[src/rtl/aes_key_expand_pkg.sv]
// Shared definitions for the iterative AES-128 key schedule: FSM encoding,
// round-constant table, word slicing and the GF(2^8) arithmetic used by the S-box.
package aes_key_expand_pkg;

    localparam int AES_NR_128 = 10;

    typedef enum logic {
        ST_IDLE = 1'b0,
        ST_RUN  = 1'b1
    } state_t;

    // Round constant for round index 1..10; other indices never reach the datapath.
    function automatic logic [7:0] rcon(input logic [3:0] round);
        case (round)
            4'd1:    return 8'h01;
            4'd2:    return 8'h02;
            4'd3:    return 8'h04;
            4'd4:    return 8'h08;
            4'd5:    return 8'h10;
            4'd6:    return 8'h20;
            4'd7:    return 8'h40;
            4'd8:    return 8'h80;
            4'd9:    return 8'h1b;
            4'd10:   return 8'h36;
            default: return 8'h00;
        endcase
    endfunction

    // w0 is the most significant word of a 128-bit block, w3 the least.
    function automatic logic [31:0] get_word(input logic [127:0] blk, input logic [1:0] idx);
        case (idx)
            2'd0:    return blk[127:96];
            2'd1:    return blk[95:64];
            2'd2:    return blk[63:32];
            default: return blk[31:0];
        endcase
    endfunction

    // Multiply by x modulo the AES polynomial x^8+x^4+x^3+x+1.
    function automatic logic [7:0] xtime(input logic [7:0] a);
        return {a[6:0], 1'b0} ^ (a[7] ? 8'h1b : 8'h00);
    endfunction

    // Shift-and-add GF(2^8) multiply.
    function automatic logic [7:0] gf_mul(input logic [7:0] a, input logic [7:0] b);
        logic [7:0] p;
        logic [7:0] aa;
        p  = 8'h00;
        aa = a;
        for (int i = 0; i < 8; i++) begin
            if (b[i]) begin
                p = p ^ aa;
            end
            aa = xtime(aa);
        end
        return p;
    endfunction

endpackage

[src/rtl/aes_sbox.sv]
// AES forward S-box cell: multiplicative inverse in GF(2^8) followed by the
// affine transform. Inverse is a^254, which conveniently maps 0 to 0.
module aes_sbox
    import aes_key_expand_pkg::*;
(
    input  logic [7:0] a,
    output logic [7:0] y
);

    logic [7:0] inv;

    // a^254 by square-and-multiply: accumulate a^2, a^4, ... a^128.
    always_comb begin : inverse
        logic [7:0] sq;
        inv = 8'h01;
        sq  = a;
        for (int i = 1; i < 8; i++) begin
            sq  = gf_mul(sq, sq);
            inv = gf_mul(inv, sq);
        end
    end

    // Affine transform: b ^ rotl1 ^ rotl2 ^ rotl3 ^ rotl4 ^ 0x63.
    always_comb begin
        y = inv
          ^ {inv[6:0], inv[7]}
          ^ {inv[5:0], inv[7:6]}
          ^ {inv[4:0], inv[7:5]}
          ^ {inv[3:0], inv[7:4]}
          ^ 8'h63;
    end

endmodule

[src/rtl/key_round_step.sv]
// One AES-128 key-schedule step: given round key i and rcon[i+1],
// produce round key i+1. Purely combinational.
module key_round_step
    import aes_key_expand_pkg::*;
(
    input  logic [127:0] rk,
    input  logic [7:0]   rc,
    output logic [127:0] rk_next
);

    logic [31:0] w0, w1, w2, w3;
    logic [31:0] rot;
    logic [31:0] sub;
    logic [31:0] t;
    logic [31:0] n0, n1, n2, n3;

    assign w0  = get_word(rk, 2'd0);
    assign w1  = get_word(rk, 2'd1);
    assign w2  = get_word(rk, 2'd2);
    assign w3  = get_word(rk, 2'd3);
    assign rot = {w3[23:0], w3[31:24]};

    aes_sbox u_sbox3 (.a(rot[31:24]), .y(sub[31:24]));
    aes_sbox u_sbox2 (.a(rot[23:16]), .y(sub[23:16]));
    aes_sbox u_sbox1 (.a(rot[15:8]),  .y(sub[15:8]));
    aes_sbox u_sbox0 (.a(rot[7:0]),   .y(sub[7:0]));

    // Each new word chains off the previous new word.
    always_comb begin
        t  = sub ^ {rc, 24'h000000};
        n0 = w0 ^ t;
        n1 = w1 ^ n0;
        n2 = w2 ^ n1;
        n3 = w3 ^ n2;
        rk_next = {n0, n1, n2, n3};
    end

endmodule

[src/rtl/aes_key_expand.sv]
// Iterative AES-128 key schedule. Emits round keys 0..NR, one per accepted
// transfer, keeping only the current 128-bit round key in storage.
//
// Handshake: a round key is transferred on a rising edge where rk_valid and
// rk_ready are both high. rk_valid, rk and rk_round stay stable until that
// edge; rk_valid never depends combinationally on rk_ready.
module aes_key_expand
    import aes_key_expand_pkg::*;
#(
    parameter int NR = AES_NR_128
) (
    input  logic         clk,
    input  logic         rst_n,
    input  logic         start,
    input  logic [127:0] key_in,
    input  logic         rk_ready,
    output logic         rk_valid,
    output logic [3:0]   rk_round,
    output logic [127:0] rk,
    output logic         busy,
    output logic         done
);

    localparam logic [3:0] LAST_ROUND = 4'(NR);

    state_t       state;
    state_t       state_next;
    logic         xfer;
    logic         last_round;
    logic         load_key;
    logic         advance;
    logic         finish;
    logic [7:0]   rc;
    logic [127:0] rk_step;

    assign xfer       = rk_valid & rk_ready;
    assign last_round = (rk_round == LAST_ROUND);
    assign rc         = rcon(rk_round + 4'd1);
    assign busy       = (state == ST_RUN);

    key_round_step u_step (
        .rk      (rk),
        .rc      (rc),
        .rk_next (rk_step)
    );

    // State register.
    always_ff @(posedge clk) begin
        if (!rst_n) begin
            state <= ST_IDLE;
        end else begin
            state <= state_next;
        end
    end

    // Next-state: leave IDLE on start, return after the last key is taken.
    always_comb begin
        state_next = state;
        case (state)
            ST_IDLE: if (start)             state_next = ST_RUN;
            ST_RUN:  if (xfer && last_round) state_next = ST_IDLE;
            default:                         state_next = ST_IDLE;
        endcase
    end

    // Output decode: which datapath update happens at the next edge.
    always_comb begin
        load_key = 1'b0;
        advance  = 1'b0;
        finish   = 1'b0;
        case (state)
            ST_IDLE: load_key = start;
            ST_RUN: begin
                advance = xfer & ~last_round;
                finish  = xfer &  last_round;
            end
            default: ;
        endcase
    end

    // Registered outputs; rk and rk_round keep their last values after finish.
    always_ff @(posedge clk) begin
        if (!rst_n) begin
            rk_valid <= 1'b0;
            rk_round <= 4'd0;
            rk       <= '0;
            done     <= 1'b0;
        end else begin
            done <= finish;
            if (load_key) begin
                rk       <= key_in;
                rk_round <= 4'd0;
                rk_valid <= 1'b1;
            end else if (advance) begin
                rk       <= rk_step;
                rk_round <= rk_round + 4'd1;
            end else if (finish) begin
                rk_valid <= 1'b0;
            end
        end
    end

endmodule

[config.mk]
export PLATFORM = sky130hd
export DESIGN_NAME = aes_key_expand
export DESIGN_NICKNAME = d
export VERILOG_FILES = /design/src/rtl/aes_key_expand_pkg.sv /design/src/rtl/aes_sbox.sv /design/src/rtl/key_round_step.sv /design/src/rtl/aes_key_expand.sv
export SDC_FILE = /design/constraint.sdc
export NUM_CORES = 2
export LEC_CHECK = 0
export BUFFER_PORTS_ARGS = -buffer_cell sky130_fd_sc_hd__buf_2
export CAP_MARGIN = 20
export CORE_AREA = 2 2 473 475
export CTS_CLUSTER_SIZE = 24
export DETAILED_ROUTE_END_ITERATION = 10
export DIE_AREA = 0 0 475 477
export PLACE_DENSITY = 0.53
export REMOVE_ABC_BUFFERS = 1
export SYNTH_ARGS = -nofsm -noshare
export SYNTH_HDL_FRONTEND = slang
export SYNTH_SLANG_ARGS = --single-unit
[constraint.sdc]
create_clock -name clk -period 33.2 [get_ports clk]
set_input_delay 6.64 -clock clk [delete_from_list [all_inputs] [get_ports clk]]
set_output_delay 6.64 -clock clk [all_outputs]
set_load 0.03 [all_outputs]
==> metrics.yaml <==
clock_network:
  htreeDepth: 4
  post_cts.repair.setup_buffers: 0
  clockBufferDepth: 2
  insertion_delay_ns: 0.59
  cts_hold_buf: 0
  clk_pin_slew_ns: 0.11
  cts_tree: "yes"
  clockRootBuffer: "clkbuf_16"
  ctsResizeCount: 0
  numCtsBuffers: 17
  cts_sinks: 135
cells_and_area:
  area_growth_pct: 8.442
  drive_gt1_share_pct: 11.65
  nets: 8892
  mostFrequentLayoutCell: "xnor2_1"
  most-common-layout-cells: "xnor2_1 (1580), nor2_1 (1207), nand2_1 (895)"
  design_area_um2: 71800
timing:
  worstMarginPinSlew_ns: 1.325
  max_freq_mhz: 51.56
  skew_ns: 0.04456
  hold_violations: 0
  tns_ns: 0
  whs_ns: 0.5391
  finalSetupViolCount: 0
  drv_slew: 0
  rsz0062_at_grt: "no"
  period_share_pct: 58.42
  relSlewSlack_pct: 11.67
  period_minus_slack_ns: 19.40
die:
  start_util_pct: 29.90
  die-area_um2: 226600
  rows: 173
  core-area_um2: 221400
  chipWidth_um: 475
  die_h_um: 477
  pin_count: 267
route:
  ant_nets: 0
  drc_errors: 0
  totalWireLength_mm: 238.0
  vias: 63520
  dr.pass1.iters: 8
  drt_first_iter_violations: 5623
  wire_per_inst_um: 20.29
  viasPerCell: 5.416
global_route:
  grt_max_degree: 66
  antenna_found_initial: 12
  grt_pass1_vias: 60410
  overflow: 0
  use_met1_pct: 26.72
  grt_util_met3_pct: 1.637
  grt-busiest-layer: "met2"
  use_met2_pct: 33.61
  grt_pass1_wl_mm: 366.3
  grt_usage_pct: 20.21
synthesis:
  yosysWarningCount: 0
  ys_ff_latch: 135
  synth_edf_count: 0
  synth.area.top_cells: "xnor2_1 (21%), xnor3_1 (12%), nor2_1 (6.8%)"
  yosysSeqAreaShare_pct: 4.082
  ys_async_sr_fraction_pct: 0
  yosys_most_used_dff: "dfxtp_1"
  avgSynthCellArea_um2: 7.540
  yosys.area.top_type: "xnor2_1"
  yosysUniqueCellTypes: 133
  synth_cells: 8781
  netlist_area_um2: 66210
  synth.top_cell.area_share_pct: 21.43
critical_path:
  worst_setup_path_start_kind: "register"
  critPathSlowestCell: "xnor3_1"
  crit_top_cell: "xnor3_1"
  cp_max_fo: 30
  path_class: "reg2reg"
  slowest_delay_ns: 0.94
  critPathRequiredTime_ns: 33.61
  end_kind: "register"
  arrival_ns: 19.81
place:
  io_buffers: 266
  dp_hpwl_mm: 177.1
  gp_congestion: 0.9032
  place_area_um2: 71110
run_status:
  outcome: "finished, final reports clean"
job:
  maxCapViolations: 0
min_path:
  hold_class: "reg2reg"
worst max-delay path: cells and delay by family (launching register included):
| family | cells | cell delay [ns] |
|---|---|---|
| muxes | 1 | 0.24 |
| and+or+nand+nor | 9 | 1.80 |
| AOI/OAI and AO/OA | 5 | 0.89 |
| xor gates and xnor gates | 30 | 12.58 |
| buffers and inverters | 5 | 1.37 |
| DFF | 1 | 0.87 |
| adders and majority gates | 2 | 1.37 |
synth_stat cells (all sizes together), types with 63 or more instances:
| master | number |
|---|---|
| xnor2 | 1747 |
| nor2 | 1215 |
| nand2 | 899 |
| a21oi | 535 |
| xor2 | 490 |
| xnor3 | 394 |
| o21ai | 390 |
| clkbuf | 362 |
| buf | 255 |
| nand3 | 221 |
| nor3 | 221 |
| mux2i | 215 |
| dfxtp | 135 |
| o22ai | 132 |
| a22oi | 121 |
| inv | 105 |
| o211ai | 101 |
| a211oi | 98 |
| a31oi | 88 |
| nand2b | 68 |
| and2 | 63 |
state kept, by name (all words and copies together), names as in the netlist:
name and flops:
rk_round 4, rk_valid 1, done 1, rk 128
busy 1
worst paths after layout:
check | from | endpoint | slack [ns] | cells after the start
max | rk[7]$_SDFFE_PN0P_ | rk[40]$_SDFFE_PN0P_ | 13.80 | 52
min | rk[60]$_SDFFE_PN0P_ | rk[60]$_SDFFE_PN0P_ | 0.54 | 2
max reg2reg | rk[7]$_SDFFE_PN0P_ | rk[40]$_SDFFE_PN0P_ | 13.80 | 52
min reg2reg | rk[60]$_SDFFE_PN0P_ | rk[60]$_SDFFE_PN0P_ | 0.54 | 2
per-layer routing:
layer / wire length, um / up-vias
met1: 104600 / 30830
li1: - / 30430
met4: 9771 / 4
met3: 10810 / 293
met5: 25 / -
met2: 112900 / 1964
kinds of logic after synthesis:
logic type | synth area share (%)
AOI/OAI and AO/OA | 19.34
xor gates and xnor gates | 47.11
adders and majority gates | 0.5178
buffers and inverters | 4.812
DFF | 4.082
muxes | 4.228
and+or+nand+nor | 19.91
through the flow:
step | util (%) | setup WS (ns) | instances
after floorplan | - | 13.89 | 8164
after global placement | 32.10 | 13.89 | 11680
after detailed placement | 32.11 | 13.60 | 11680
after CTS | 32.39 | 13.47 | 11720
after global routing | 32.42 | 12.58 | 11730
final | 32.42 | 13.80 | 11730
area by class of cell:
| type | instances | area [um2] |
|---|---|---|
| timing repair buffer | 552 | 3490 |
| antenna | 5 | 12.51 |
| clock inverter | 15 | 185.2 |
| inverter | 115 | 436.7 |
| tap | 2975 | 3722 |
| fill | 23470 | 149600 |
| clock buffer | 17 | 425.4 |
| sequential | 135 | 2703 |
| multi-input combinational | 7914 | 60820 |
Power is not shown: default switching activity piles up to over one toggle a cycle in this logic, so the estimate is an artifact.
